==> src/rtl/gamma_lut_pkg.sv <==
// Shared constants and types for the gamma LUT load sequencer.
package gamma_lut_pkg;

    localparam int DATA_WIDTH_DEF = 10;

    localparam logic [1:0] CH_NONE = 2'd0;
    localparam logic [1:0] CH_R    = 2'd1;
    localparam logic [1:0] CH_G    = 2'd2;
    localparam logic [1:0] CH_B    = 2'd3;

    localparam logic MODE_STREAM = 1'b0;
    localparam logic MODE_IDENT  = 1'b1;

    typedef enum logic [1:0] {
        ST_IDLE    = 2'd0,
        ST_WAIT_VB = 2'd1,
        ST_LOAD    = 2'd2,
        ST_DONE    = 2'd3
    } state_e;

    // Lowest set channel whose code is above cur; CH_NONE when none remain.
    // Passing cur = CH_NONE yields the first channel of the mask.
    function automatic logic [1:0] next_code(input logic [2:0] mask, input logic [1:0] cur);
        logic [1:0] res;
        res = CH_NONE;
        for (int i = 2; i >= 0; i--) begin
            if (mask[i] && (2'(i + 1) > cur)) begin
                res = 2'(i + 1);
            end
        end
        return res;
    endfunction

endpackage

==> src/rtl/gamma_lut_ctrl.sv <==
// Loads the R/G/B gamma LUTs through their shared write port, either from a
// host stream or as an identity ramp, starting only inside vertical blanking.
//
// state   | meaning
// IDLE    | waiting for iSTART
// WAIT_VB | load requested, holding off until vertical blanking
// LOAD    | writing entries; walks the masked channels R -> G -> B
// DONE    | load finished; oDONE pulses on the following cycle
module gamma_lut_ctrl
    import gamma_lut_pkg::*;
#(
    parameter int DATA_WIDTH = DATA_WIDTH_DEF
) (
    input  logic                  iCLK,
    input  logic                  iRST,
    input  logic                  iSTART,
    input  logic                  iMODE,
    input  logic [2:0]            iCH_MASK,
    input  logic                  iABORT,
    input  logic                  iVBLANK,
    input  logic [DATA_WIDTH-1:0] iS_DATA,
    input  logic                  iS_VALID,
    output logic                  oS_READY,
    output logic [DATA_WIDTH-1:0] oWRDATA,
    output logic [DATA_WIDTH+1:0] oWRADDRESS,
    output logic                  oWRITE,
    output logic                  oBUSY,
    output logic                  oDONE
);

    localparam logic [DATA_WIDTH-1:0] IDX_LAST = '1;

    state_e                state_q, state_d;
    logic                  mode_q, mode_d;
    logic [2:0]            mask_q, mask_d;
    logic [1:0]            code_q, code_d;
    logic [DATA_WIDTH-1:0] idx_q, idx_d;
    logic [DATA_WIDTH-1:0] wrdata_q, wrdata_d;
    logic [DATA_WIDTH+1:0] wraddr_q, wraddr_d;
    logic                  write_q, write_d;
    logic                  busy_q, busy_d;
    logic                  done_q, done_d;
    logic                  wr_en;
    logic [1:0]            code_next;

    assign code_next = next_code(mask_q, code_q);
    assign oS_READY  = (state_q == ST_LOAD) && (mode_q == MODE_STREAM);

    always_comb begin
        state_d  = state_q;
        mode_d   = mode_q;
        mask_d   = mask_q;
        code_d   = code_q;
        idx_d    = idx_q;
        wr_en    = 1'b0;
        wrdata_d = '0;
        wraddr_d = '0;

        case (state_q)
            ST_IDLE: begin
                if (iSTART) begin
                    mode_d  = iMODE;
                    mask_d  = iCH_MASK;
                    code_d  = next_code(iCH_MASK, CH_NONE);
                    idx_d   = '0;
                    state_d = (iCH_MASK == 3'b000) ? ST_DONE : ST_WAIT_VB;
                end
            end
            ST_WAIT_VB: begin
                if (iABORT) begin
                    state_d = ST_IDLE;
                end else if (iVBLANK) begin
                    state_d = ST_LOAD;
                end
            end
            ST_LOAD: begin
                // Abort wins over the write, the wrap and the channel advance.
                if (iABORT) begin
                    state_d = ST_IDLE;
                end else begin
                    wr_en = (mode_q == MODE_IDENT) || iS_VALID;
                    if (wr_en) begin
                        wraddr_d = {code_q, idx_q};
                        wrdata_d = (mode_q == MODE_IDENT) ? idx_q : iS_DATA;
                        idx_d    = idx_q + 1'b1;
                        if (idx_q == IDX_LAST) begin
                            code_d = code_next;
                            if (code_next == CH_NONE) begin
                                state_d = ST_DONE;
                            end
                        end
                    end
                end
            end
            ST_DONE: begin
                state_d = ST_IDLE;
            end
            default: begin
                state_d = ST_IDLE;
            end
        endcase

        write_d = wr_en;
        busy_d  = (state_d != ST_IDLE);
        done_d  = (state_q == ST_DONE);
    end

    always_ff @(posedge iCLK) begin
        if (iRST) begin
            state_q  <= ST_IDLE;
            mode_q   <= MODE_STREAM;
            mask_q   <= '0;
            code_q   <= CH_NONE;
            idx_q    <= '0;
            wrdata_q <= '0;
            wraddr_q <= '0;
            write_q  <= 1'b0;
            busy_q   <= 1'b0;
            done_q   <= 1'b0;
        end else begin
            state_q  <= state_d;
            mode_q   <= mode_d;
            mask_q   <= mask_d;
            code_q   <= code_d;
            idx_q    <= idx_d;
            wrdata_q <= wrdata_d;
            wraddr_q <= wraddr_d;
            write_q  <= write_d;
            busy_q   <= busy_d;
            done_q   <= done_d;
        end
    end

    assign oWRDATA    = wrdata_q;
    assign oWRADDRESS = wraddr_q;
    assign oWRITE     = write_q;
    assign oBUSY      = busy_q;
    assign oDONE      = done_q;

endmodule

==> config.mk <==
export PLATFORM = sky130hd
export DESIGN_NAME = gamma_lut_ctrl
export DESIGN_NICKNAME = d
export VERILOG_FILES = /design/src/rtl/gamma_lut_pkg.sv /design/src/rtl/gamma_lut_ctrl.sv
export SDC_FILE = /design/constraint.sdc
export NUM_CORES = 1
export LEC_CHECK = 0
export CORE_MARGIN = 2
export CORE_UTILIZATION = 36
export DETAILED_ROUTE_END_ITERATION = 10
export PLACE_DENSITY_LB_ADDON = 0.08
export SYNTH_ARGS = -nofsm -noshare
export SYNTH_HDL_FRONTEND = slang
export SYNTH_SLANG_ARGS = --single-unit
==> constraint.sdc <==
create_clock -name iCLK -period 2.05 [get_ports iCLK]
set_input_delay 0.41 -clock iCLK [delete_from_list [all_inputs] [get_ports iCLK]]
set_output_delay 0.41 -clock iCLK [all_outputs]
set_load 0.01 [all_outputs]
# == After elaboration in Yosys (flattened, before gate mapping) ==
# Cells that the tools add are included.
# Widths: inputs -> output; s select.
# totals
elab_cells,65
regBits,43
# classes
addsub,1
muxes,25
bitwise,3
magnitude_cmp,3
reduce_logical,15
eq_ne,8
# op_table
operator,count
$mux 10,4
$mux 2,18
$pmux 10 s2,1
$add 10x1->10 const B,1
$eq 10x10->1 const B,1
$pmux 2 s4,1
$reduce_and 5->1,1
$eq 2x2->1 const B,2
$gt 2x2->1 const A,2
$logic_and 1x1->1,4
$logic_not 2->1,2
$ne 2x1->1 const B,2
$ne 2x2->1 const B,2
$pmux 2 s2,1
$reduce_and 4->1,1
$reduce_bool 2->1,2
$reduce_or 4->1,1
$logic_not 3->1,1
$not 1->1,3
$reduce_or 3->1,1
$eq 2x1->1 const B,1
$gt 1x2->1 const A,1
$reduce_and 2->1,1
$logic_or 1x1->1,1

# == Logic depth before layout (Yosys ltp) ==
# Gate-level depths: netlist (run 1).
# depth
word_depth,12
depth_mapped,6

# == Least setup slack after synthesis (run 1) ==
# Ideal clock, no wire load.
# synth_timing
path_kind,input to register
startpoint,input iSTART
endpoint,register idx_q[7]
arrival_time_ns,1.463
cell_stages,4
setup_ns,0.070
path_slack_ns,0.517
path_buffers,0
cell_sequence,nor3b_4 -> a21oi_4 -> or4_1 -> a21oi_1
# synth_between
elab_chain_cells,2
# synth_lines
item,line_no,text
from (decl),gamma_lut_ctrl.sv:16,"input logic iSTART,"
$ne 2x2->1 (no line),n/a,
$reduce_and 4->1 (no line),n/a,
to (signal assigned),gamma_lut_ctrl.sv:125,idx_q <= idx_d;
to (decl),gamma_lut_ctrl.sv:37,"logic [DATA_WIDTH-1:0] idx_q, idx_d;"
# Every way passes these cells.
# A chain may end at the register's enable or synchronous reset.

# == Worst setup path in the final report (run 1) ==
# layout_timing
startpoint,register state_q[0]
endpoint,output oS_READY
# layout_between
elab_chain_cells,2
# layout_lines
item,line_no,text
from (decl),gamma_lut_ctrl.sv:33,"state_e state_q, state_d;"
from (signal assigned),gamma_lut_ctrl.sv:121,state_q <= state_d;
$eq 2x2->1,gamma_lut_ctrl.sv:47,assign oS_READY = (state_q == ST_LOAD) && (mode_q == MODE_STREAM);
$logic_and 1x1->1,gamma_lut_ctrl.sv:47,
to (decl),gamma_lut_ctrl.sv:23,"output logic oS_READY,"
# Every way passes these cells.

==> flow_metrics.env, run 1 <==
export IMPL_status="completed"
export IMPL_whs_ns=0.5010
export IMPL_dp_cells=292
export IMPL_fp_dieW_um=73.86
export IMPL_syn_inst=183
export IMPL_track_usage_pct=15.45
export IMPL_cts_buffers=5
export IMPL_drt_initial_drc_count=81
export IMPL_grt_pass1_vias=1384
export IMPL_p_leak_nw=0.8445
export IMPL_crit_chain="nand2b_1, nor2_1, clkdlybuf4s50_1"
export IMPL_tns_ns=0
export IMPL_htreeDepth=2
export IMPL_cts_clk_slew_worst_paths_ns=0.08
export IMPL_yosysWarnings=0
export IMPL_wl_um=3882
export IMPL_fmax_ghz=0.5155
export IMPL_grt_pass1_wl_um=6417
export IMPL_hold_buffers=0
export IMPL_clockBufferDepth=2
export IMPL_ys_ff_latch=43
export IMPL_post_route_period_util_pct=94.63
export IMPL_die_y_um=73.86
export IMPL_dr_pass1_iters=4
export IMPL_synth_cell_type_count=37
export IMPL_start_kind="flop"
export IMPL_gp_congestion=0.8076
export IMPL_area_delta_synth_final_pct=36.04
export IMPL_final_max_slew_violation_count=0
export IMPL_initial_utilization_pct=37.19
export IMPL_crit_buf_inv=1
export IMPL_clock_sinks=43
export IMPL_dp_hpwl_um=2942
export IMPL_antenna_found_initial=0
export IMPL_final_min_clock_period_ns=1.940
export IMPL_slowest_delay_ns=0.55
export IMPL_fillers=449
export IMPL_critPathKind="flop to output pin"
export IMPL_tightestPinTransition_ns=0.3845
export IMPL_finalSetupViolations=0
export IMPL_globalRouteOverflowTotal=0
export IMPL_syn_area_per_cell_sq_um=9.599
export IMPL_die_area_sq_mm=0.005455
export IMPL_vias_per_cell=4.917
export IMPL_fin_cells=300
export IMPL_final_net_count=253
export IMPL_cap_violations=0
export IMPL_path_max_fanout=7
export IMPL_grt_start_max_net_pins=18
export IMPL_drcViolationCount=0
export IMPL_finalHoldViolCount=0
export IMPL_syn_num_nets=204
export IMPL_skew_ns=0.007404
export IMPL_drive_above_1_share_pct=9.013
export IMPL_drtAntennaViolNets=0
export IMPL_ys_seq_area_share_pct=49.00
export IMPL_cp_slowest_cell="clkdlybuf4s50_1"
export IMPL_crit_family="buffers and inverters"
export IMPL_reg2reg_depth=4
export IMPL_wl_per_cell_um=12.94
export IMPL_powerDensity_mw_per_mm2=721.0
export IMPL_critPathRequiredTime_ns=1.64
export IMPL_rows=25
export IMPL_rsz0062_at_grt="false"
export IMPL_hold_class="flop to flop"
export IMPL_via_count=1475
export IMPL_coreArea_sq_mm=0.004723
export IMPL_io_buffers=45
export IMPL_whs_path_depth=2
export IMPL_syn_area_sq_mm=0.001757
export IMPL_endpoint_kind="output pin"
export IMPL_crit_cells=3
export IMPL_cts_tree="built"
export IMPL_clock_latency_ns=0.29
export IMPL_cts_root_buf="clkbuf_8"
export IMPL_relSlewSlack_pct=74.31
export IMPL_io_pin_count=46
export IMPL_ir_worst_vdd_uv=293.5
export IMPL_crit_arrival_ns=1.53
export IMPL_diodes=0
[per-layer routing]
layer / routed length [um] / share of wire, % / up-vias / GRT usage (%)
met4: 61 / 1.6 / 0 / 6.667
met2: 2018 / 52 / 34 / 27.18
met1: 1663 / 43 / 691 / 17.30
li1: - / - / 744 / -
met3: 138 / 3.6 / 6 / 4.252
met5: 0 / 0 / - / 0
[worst register-to-register path: stages (launching register included)]
cell and delay [ns]:
dfxtp_1 0.39, and2b_2 0.36, a21oi_4 0.15, or4_1 0.50, a21oi_1 0.14
[sequential cells by signal (all words and copies together), names as in the netlist]
signal,cells
oWRITE,1
state_q,2
oDONE,1
mask_q,3
mode_q,1
idx_q,10
code_q,2
oBUSY,1
oWRADDRESS,12
oWRDATA,10
[area by class of cell]
type | count | area, sq um | area share (%)
Inverter | 3 | 11.26 | 0.4712
Sequential cell | 43 | 862.1 | 36.07
Timing Repair Buffer | 50 | 488.0 | 20.42
Clock buffer | 6 | 82.58 | 3.456
Tap cell | 67 | 83.83 | 3.508
Multi-Input combinational cell | 129 | 827.0 | 34.61
Clock inverter | 2 | 35.03 | 1.466
[synth_stat cells]
| library cell | instances | share of area (%) |
|---|---|---|
| nand2_1 | 8 | 1.7 |
| buf_2 | 1 | 0.28 |
| nor2_1 | 24 | 5.1 |
| o21bai_1 | 3 | 1.3 |
| nand2b_1 | 2 | 0.71 |
| a211oi_1 | 1 | 0.43 |
| nand3b_1 | 4 | 1.7 |
| clkbuf_2 | 1 | 0.28 |
| mux2i_1 | 15 | 8.5 |
| o31ai_1 | 7 | 3.0 |
| or4_1 | 6 | 2.6 |
| a21oi_4 | 1 | 0.93 |
| a21o_2 | 1 | 0.50 |
| and2_1 | 12 | 4.3 |
| nor3b_4 | 1 | 1.1 |
| o21ba_2 | 1 | 0.57 |
| or2_2 | 1 | 0.36 |
| ha_1 | 1 | 0.71 |
| inv_1 | 3 | 0.64 |
| o21a_1 | 1 | 0.43 |
| a311o_1 | 1 | 0.57 |
| and2b_2 | 1 | 0.50 |
| nand3_1 | 5 | 1.4 |
| a21o_1 | 2 | 0.85 |
| or3_2 | 1 | 0.43 |
| clkbuf_1 | 3 | 0.64 |
| a41oi_1 | 1 | 0.50 |
| o21ai_0 | 3 | 0.85 |
| buf_6 | 2 | 1.3 |
| clkbuf_8 | 1 | 0.78 |
| dfxtp_1 | 43 | 49 |
| and4_1 | 1 | 0.50 |
| nor2b_1 | 3 | 1.1 |
| a21oi_1 | 13 | 3.7 |
| or3_1 | 2 | 0.71 |
| nor3_1 | 6 | 1.7 |
| nand4_1 | 1 | 0.36 |
[cell families (layout without fill, tap and decap cells)]
kind of cell | Yosys count | in the layout | share of synthesized area, %
adders and majority gates | 1 | 1 | 0.7121
and+or+nand+nor | 78 | 78 | 24.22
AOI/OAI and AO/OA | 35 | 35 | 13.60
buffers and inverters | 11 | 61 | 3.916
DFF | 43 | 43 | 49.00
muxes | 15 | 15 | 8.547
[per-stage QoR]
| stage | setup WS, ns | total power, mW | instance area, sq um | utilization, % |
|---|---|---|---|---|
| 2_1_floorplan | 0.5173 | 1.001 | 1757 | - |
| 3_3_place_gp | 0.07118 | 1.067 | 2271 | 48.08 |
| 3_5_place_dp | 0.02827 | 1.070 | 2271 | 48.08 |
| 4_1_cts | 0.06518 | 1.750 | 2389 | 50.57 |
| 5_1_grt | 0.009912 | 1.808 | 2390 | 50.60 |
| 6_report | 0.1100 | 1.723 | 2390 | 50.60 |
[where the power goes]
group / total (mW) / switching (mW) / leakage, nW / internal [mW]
sequential: 0.872 / 0.0197 / 0.348 / 0.852
combinational: 0.179 / 0.0801 / 0.435 / 0.0990
clock: 0.672 / 0.278 / 0.0612 / 0.394
[placed cells by master, fill, tap and decap left out]
| cell | instances |
|---|---|
| clkdlybuf4s50_1 | 45 |
| dfxtp_1 | 42 |
| nor2_1 | 24 |
| mux2i_1 | 15 |
| a21oi_1 | 13 |
| and2_1 | 12 |
| nand2_1 | 8 |
| o31ai_1 | 7 |
| nor3_1 | 6 |
| or4_1 | 6 |
| clkbuf_8 | 6 |
| nand3_1 | 5 |
| buf_4 | 5 |
| nand3b_1 | 4 |
| o21bai_1 | 3 |
| inv_1 | 3 |
| o21ai_0 | 3 |
| nor2b_1 | 3 |
| nand2b_1 | 2 |
| or3_1 | 2 |
| a21o_1 | 2 |
| o21a_1 | 1 |
| nor3b_4 | 1 |
| and2b_2 | 1 |
| o21ba_2 | 1 |
| a21oi_4 | 1 |
| or2_2 | 1 |
| or3_2 | 1 |
| a311o_1 | 1 |
| a21o_2 | 1 |
| nand4_1 | 1 |
| a41oi_1 | 1 |
| and4_1 | 1 |
| a211oi_1 | 1 |
| ha_1 | 1 |
| clkinv_2 | 1 |
| bufinv_16 | 1 |
| dfxtp_2 | 1 |
[timing repair]
action | in CTS | in global routing
resized for setup | 0 | 1
setup endpoints to repair | 0 | 1
setup buffers | 0 | 0
[path summary, 6_finish.rpt]
path	from	end	slack, ns
hold / removal	mask_q[0]$_SDFFE_PP0P_	mask_q[0]$_SDFFE_PP0P_	0.50
setup / recovery	state_q[0]$_SDFF_PP0_	oS_READY	0.11
hold reg to reg	mask_q[0]$_SDFFE_PP0P_	mask_q[0]$_SDFFE_PP0P_	0.50
setup reg to reg	state_q[0]$_SDFF_PP0_	idx_q[9]$_SDFFE_PP0P_	0.43
Note: power is estimated with default switching activity, not from simulation.
==> run 2: changes to the inputs <==
--- a/config.mk
+++ b/config.mk
@@ -8,6 +8,7 @@
 export CORE_MARGIN = 2
 export CORE_UTILIZATION = 36
 export DETAILED_ROUTE_END_ITERATION = 10
+export GPL_ROUTABILITY_DRIVEN = 0
 export PLACE_DENSITY_LB_ADDON = 0.08
 export SYNTH_ARGS = -nofsm -noshare
 export SYNTH_HDL_FRONTEND = slang
==> run 2 against run 1 <==
  * Register-to-register slack hardly changed
  * Largest power group unchanged
  * Global-route usage is 0.39 points higher
  * Highest routed layer unchanged
  * Clock skew is 0.0025 ns lower
  * Clock power is 24% lower
  * Sequential share of layout area is 0.44 points higher
  * Count of clock-buffer cells in the layout is 1 higher
==> flow_metrics.env, run 2 (synthesis results as in run 1) <==
export IMPL_dp_cells=293
export IMPL_area_delta_synth_final_pct=34.40
export IMPL_critPathRequiredTime_ns=1.64
export IMPL_track_usage_pct=15.84
export IMPL_crit_arrival_ns=1.51
export IMPL_fin_cells=301
export IMPL_vias_per_cell=4.884
export IMPL_via_count=1470
export IMPL_coreArea_sq_mm=0.004723
export IMPL_io_buffers=45
export IMPL_finalInstanceArea_sq_mm=0.002361
export IMPL_final_common_cell="clkdlybuf4s50_1"
export IMPL_skew_ns=0.004927
export IMPL_tightestPinTransition_ns=0.3075
export IMPL_clock_latency_ns=0.29
export IMPL_largest_reg_flops=12
export IMPL_cp_slowest_cell="clkdlybuf4s50_1"
export IMPL_tns_ns=0
export IMPL_finalSetupViolations=0
export IMPL_rows=25
export IMPL_critPathKind="flop to output pin"
export IMPL_multiInputGateArea_sq_um=827.0
export IMPL_slowest_delay_ns=0.54
export IMPL_wl_per_cell_um=12.95
export IMPL_cts_buffers=5
export IMPL_cts_setup_buffers=0
export IMPL_final_net_count=254
export IMPL_dp_hpwl_um=2917
export IMPL_place_area_sq_mm=0.002278
export IMPL_whs_ns=0.4904
export IMPL_p_leak_nw=0.8302
export IMPL_dr_pass1_iters=5
export IMPL_initial_utilization_pct=37.19
export IMPL_drive_above_1_share_pct=8.547
export IMPL_htreeDepth=2
export IMPL_die_area_sq_mm=0.005455
export IMPL_post_place_ws_ns=0.01220
export IMPL_clock_sinks=43
export IMPL_ir_worst_vdd_uv=339.4
export IMPL_rsz0062_at_grt="false"
export IMPL_globalRouteOverflowTotal=0
export IMPL_setup_ws_ns=0.1294
export IMPL_status="completed"
export IMPL_grt_start_max_net_pins=15
export IMPL_grt_pass1_vias=1412
export IMPL_cap_violations=0
export IMPL_wl_um=3899
export IMPL_crit_chain="nand2b_1, nor2_1, clkdlybuf4s50_1"
export IMPL_powerDensity_mw_per_mm2=662.1
export IMPL_final_min_clock_period_ns=1.921
export IMPL_start_kind="flop"
export IMPL_grt_pass1_wl_um=6506
export IMPL_finalPower_mw=1.563
export IMPL_path_max_fanout=7
export IMPL_final_max_slew_violation_count=0
export IMPL_cts_clk_slew_worst_paths_ns=0.08
export IMPL_fp_dieW_um=73.86
export IMPL_clockBufferDepth=2
export IMPL_seqCellArea_sq_um=862.1
export IMPL_fillers=463
export IMPL_final_core_util_pct=49.99
export IMPL_endpoint_kind="output pin"
export IMPL_cts_tree="built"
export IMPL_drcViolationCount=0
export IMPL_post_route_period_util_pct=93.69
export IMPL_layout_common_cells="clkdlybuf4s50_1 (45), dfxtp_1 (42), nor2_1 (24)"
export IMPL_diodes=0
export IMPL_relSlewSlack_pct=79.46
export IMPL_drt_initial_drc_count=40
export IMPL_crit_buf_inv=1
export IMPL_io_pin_count=46
export IMPL_antenna_found_initial=0
export IMPL_die_y_um=73.86
export IMPL_crit_family="buffers and inverters"
export IMPL_fmax_ghz=0.5207
export IMPL_finalHoldViolCount=0
export IMPL_cts_root_buf="clkbuf_8"
export IMPL_drtAntennaViolNets=0
export IMPL_hold_class="flop to flop"
==> run 2: routing by layer <==
layer / share of wire, % / GRT usage (%)
met4: 2.8 / 8.283
met1: 42 / 17.37
met3: 3.9 / 3.978
met5: 0 / 0
met2: 52 / 27.88
==> run 2: worst reg2reg max path: stages, from the launching register on <==
cell,delay (ns)
dfxtp_1,0.48
and4_1,0.27
nand3_1,0.11
or4_1,0.51
a21oi_1,0.17
==> run 2: layout make-up <==
cell class	count	share of cell area (%)
Sequential cell	43	36.51
Multi-Input combinational cell	129	35.03
Timing Repair Buffer	51	20.99
Tap cell	67	3.551
Clock buffer	7	3.233
Inverter	3	0.4769
Clock inverter	1	0.2120
==> run 2: worst paths after layout <==
path                               start                      to  slack, ns  depth (start not counted)
setup / recovery   state_q[0]$_SDFF_PP0_                oS_READY       0.13                          3
hold reg to reg   mask_q[0]$_SDFFE_PP0P_  mask_q[0]$_SDFFE_PP0P_       0.49                          2
hold / removal    mask_q[0]$_SDFFE_PP0P_  mask_q[0]$_SDFFE_PP0P_       0.49                          2
setup reg to reg   idx_q[4]$_SDFFE_PP0P_   idx_q[9]$_SDFFE_PP0P_       0.44                          4
==> run 2: what timing repair did <==
item / in CTS / in global routing
gates resized for setup: 0 / 1
hold buffers: 0 / 0
setup endpoints to repair: 0 / 1
==> run 2: power breakdown <==
part / internal (mW) / leakage (nW) / switching [mW]
registers: 0.852 / 0.348 / 0.0197
clock network: 0.239 / 0.0422 / 0.270
logic: 0.102 / 0.440 / 0.0807
==> run 3: changes to the inputs <==
--- a/config.mk
+++ b/config.mk
@@ -5,10 +5,10 @@
 export SDC_FILE = /design/constraint.sdc
 export NUM_CORES = 1
 export LEC_CHECK = 0
-export CORE_MARGIN = 2
 export CORE_UTILIZATION = 36
 export DETAILED_ROUTE_END_ITERATION = 10
 export GPL_ROUTABILITY_DRIVEN = 0
+export GPL_TIMING_DRIVEN = 0
 export PLACE_DENSITY_LB_ADDON = 0.08
 export SYNTH_ARGS = -nofsm -noshare
 export SYNTH_HDL_FRONTEND = slang
==> run 3 against run 2 <==
  * Critical path depth stayed put
  * Hold slack improved by 0.0088 ns
  * First-iteration DRC count rose to 2.8 times the previous value
  * Global-route usage rose by 0.27 points
  * Register-to-register slack improved by 0.02 ns
  * Via count rose by 1.0%
  * Clock power increased by 15%
  * Wire length decreased by 1.7%
  * Critical endpoint unchanged
  * Largest cell class unchanged
==> flow_metrics.env, run 3 (synthesis results as in run 1) <==
export IMPL_diodes=0
export IMPL_internal_power_mw=1.269
export IMPL_clock_sinks=43
export IMPL_layout_common_cells="clkdlybuf4s50_1 (45), dfxtp_1 (42), nor2_1 (24)"
export IMPL_pwr_share_seq_pct=52.8
export IMPL_final_max_slew_violation_count=0
export IMPL_final_min_clock_period_ns=1.918
export IMPL_grt_pass1_wl_um=6292
export IMPL_drive_above_1_share_pct=9.705
export IMPL_drt_initial_drc_count=111
export IMPL_globalRouteOverflowTotal=0
export IMPL_grt_start_max_net_pins=15
export IMPL_powerDensity_mw_per_mm2=683.9
export IMPL_coreArea_sq_mm=0.004723
export IMPL_io_pin_count=46
export IMPL_cts_tree="built"
export IMPL_cts_clk_slew_worst_paths_ns=0.08
export IMPL_cts_buffers=5
export IMPL_clockBufferDepth=2
export IMPL_power_switching_mw=0.3802
export IMPL_clock_latency_ns=0.29
export IMPL_finalSetupViolations=0
export IMPL_io_buffers=45
export IMPL_tns_ns=0
export IMPL_crit_arrival_ns=1.51
export IMPL_endpoint_kind="output pin"
export IMPL_wl_per_cell_um=12.60
export IMPL_dr_pass1_iters=4
export IMPL_rsz0062_at_grt="false"
export IMPL_antenna_found_initial=0
export IMPL_rows=25
export IMPL_status="completed"
export IMPL_tightestPinTransition_ns=0.5036
export IMPL_path_max_fanout=7
export IMPL_htreeDepth=2
export IMPL_start_kind="flop"
export IMPL_vias_per_cell=4.885
export IMPL_p_comb_share_pct=11.7
export IMPL_finalInstanceArea_sq_mm=0.002411
export IMPL_p_leak_nw=0.8562
export IMPL_setup_ws_ns=0.1318
export IMPL_post_route_period_util_pct=93.57
export IMPL_final_common_cell="clkdlybuf4s50_1"
export IMPL_final_core_util_pct=51.05
export IMPL_track_usage_pct=16.11
export IMPL_die_y_um=71.86
export IMPL_area_delta_synth_final_pct=37.25
export IMPL_fp_dieW_um=71.86
export IMPL_fmax_ghz=0.5213
export IMPL_grt_pass1_vias=1335
export IMPL_critPathKind="flop to output pin"
export IMPL_critPathRequiredTime_ns=1.64
export IMPL_drtAntennaViolNets=0
export IMPL_cts_root_buf="clkbuf_8"
export IMPL_swShare_pct=23.06
export IMPL_wl_um=3831
export IMPL_largest_reg_flops=12
export IMPL_ir_worst_vdd_uv=335.5
export IMPL_drcViolationCount=0
export IMPL_cap_violations=0
export IMPL_final_net_count=257
export IMPL_skew_ns=0.004106
export IMPL_finalHoldViolCount=0
export IMPL_place_area_sq_mm=0.002291
export IMPL_dp_hpwl_um=2706
export IMPL_post_place_ws_ns=-0.2304
export IMPL_initial_utilization_pct=37.19
export IMPL_clock_power_share_pct=35.4
export IMPL_hold_class="flop to flop"
export IMPL_relSlewSlack_pct=66.43
export IMPL_via_count=1485
export IMPL_die_area_sq_mm=0.005163
-- run 3: cell count changes in the layout (fill, tap and decap cells not counted), sizes merged --
cell	delta
buf	-1
clkbuf	+5
clkinv	-1
-- run 3: final timing paths --
| kind | start | endpoint | slack, ns | cells after the start |
|---|---|---|---|---|
| max | state_q[0]$_SDFF_PP0_ | oS_READY | 0.13 | 3 |
| max reg2reg | state_q[0]$_SDFF_PP0_ | idx_q[3]$_SDFFE_PP0P_ | 0.46 | 6 |
| min | mask_q[0]$_SDFFE_PP0P_ | mask_q[0]$_SDFFE_PP0P_ | 0.50 | 2 |
| min reg2reg | mask_q[0]$_SDFFE_PP0P_ | mask_q[0]$_SDFFE_PP0P_ | 0.50 | 2 |
-- run 3: through the flow --
step | instances | power [mW] | hold slack, ns
5_1_grt | 304 | 1.724 | 0.5435
3_3_place_gp | 295 | 1.078 | 0.4723
4_1_cts | 302 | 1.663 | 0.5053
2_1_floorplan | 183 | 1.001 | 0.4520
6_report | 304 | 1.649 | 0.4992
3_5_place_dp | 295 | 1.080 | 0.4865
-- run 3: worst max-delay path: stages (launching register included) --
cell             delay [ns]
dfxtp_1                0.38
nand2b_4               0.19
nor2_1                 0.09
clkdlybuf4s50_1        0.55
-- run 3: power groups by stage --
stage                     clock network, mW  registers [mW]  logic (mW)
after floorplan                           0           0.887       0.114
after global placement                    0           0.890       0.189
after detailed placement                  0           0.890       0.190
after CTS                             0.603           0.871       0.189
after global routing                  0.637           0.873       0.214
final                                 0.584           0.871       0.194
-- run 3: layout make-up --
type | instances | area, sq um
plain buffers | 7 | 53.80
inverters | 3 | 11.26
fillers | 476 | 2312
well taps | 67 | 83.83
repair buffers | 47 | 465.4
multi-input cells | 129 | 834.6
flip-flops and latches | 43 | 862.1
clock buffers | 8 | 100.1
-- run 3: routing by layer --
layer  global-route usage [%]  wire length, um  vias up
met5                        0                0        -
met4                    6.754               25        0
met3                    4.219              116        2
met2                    27.99             2018       31
met1                    18.75             1671      704
li1                         -                -      748
-- run 3: repair_timing --
| action | CTS | global route |
|---|---|---|
| setup buffers | 0 | 2 |
| endpoints found under the setup margin | 1 | 2 |
| hold buffers | 0 | 0 |
| cloned | 0 | 0 |
| gates resized for setup | 1 | 2 |
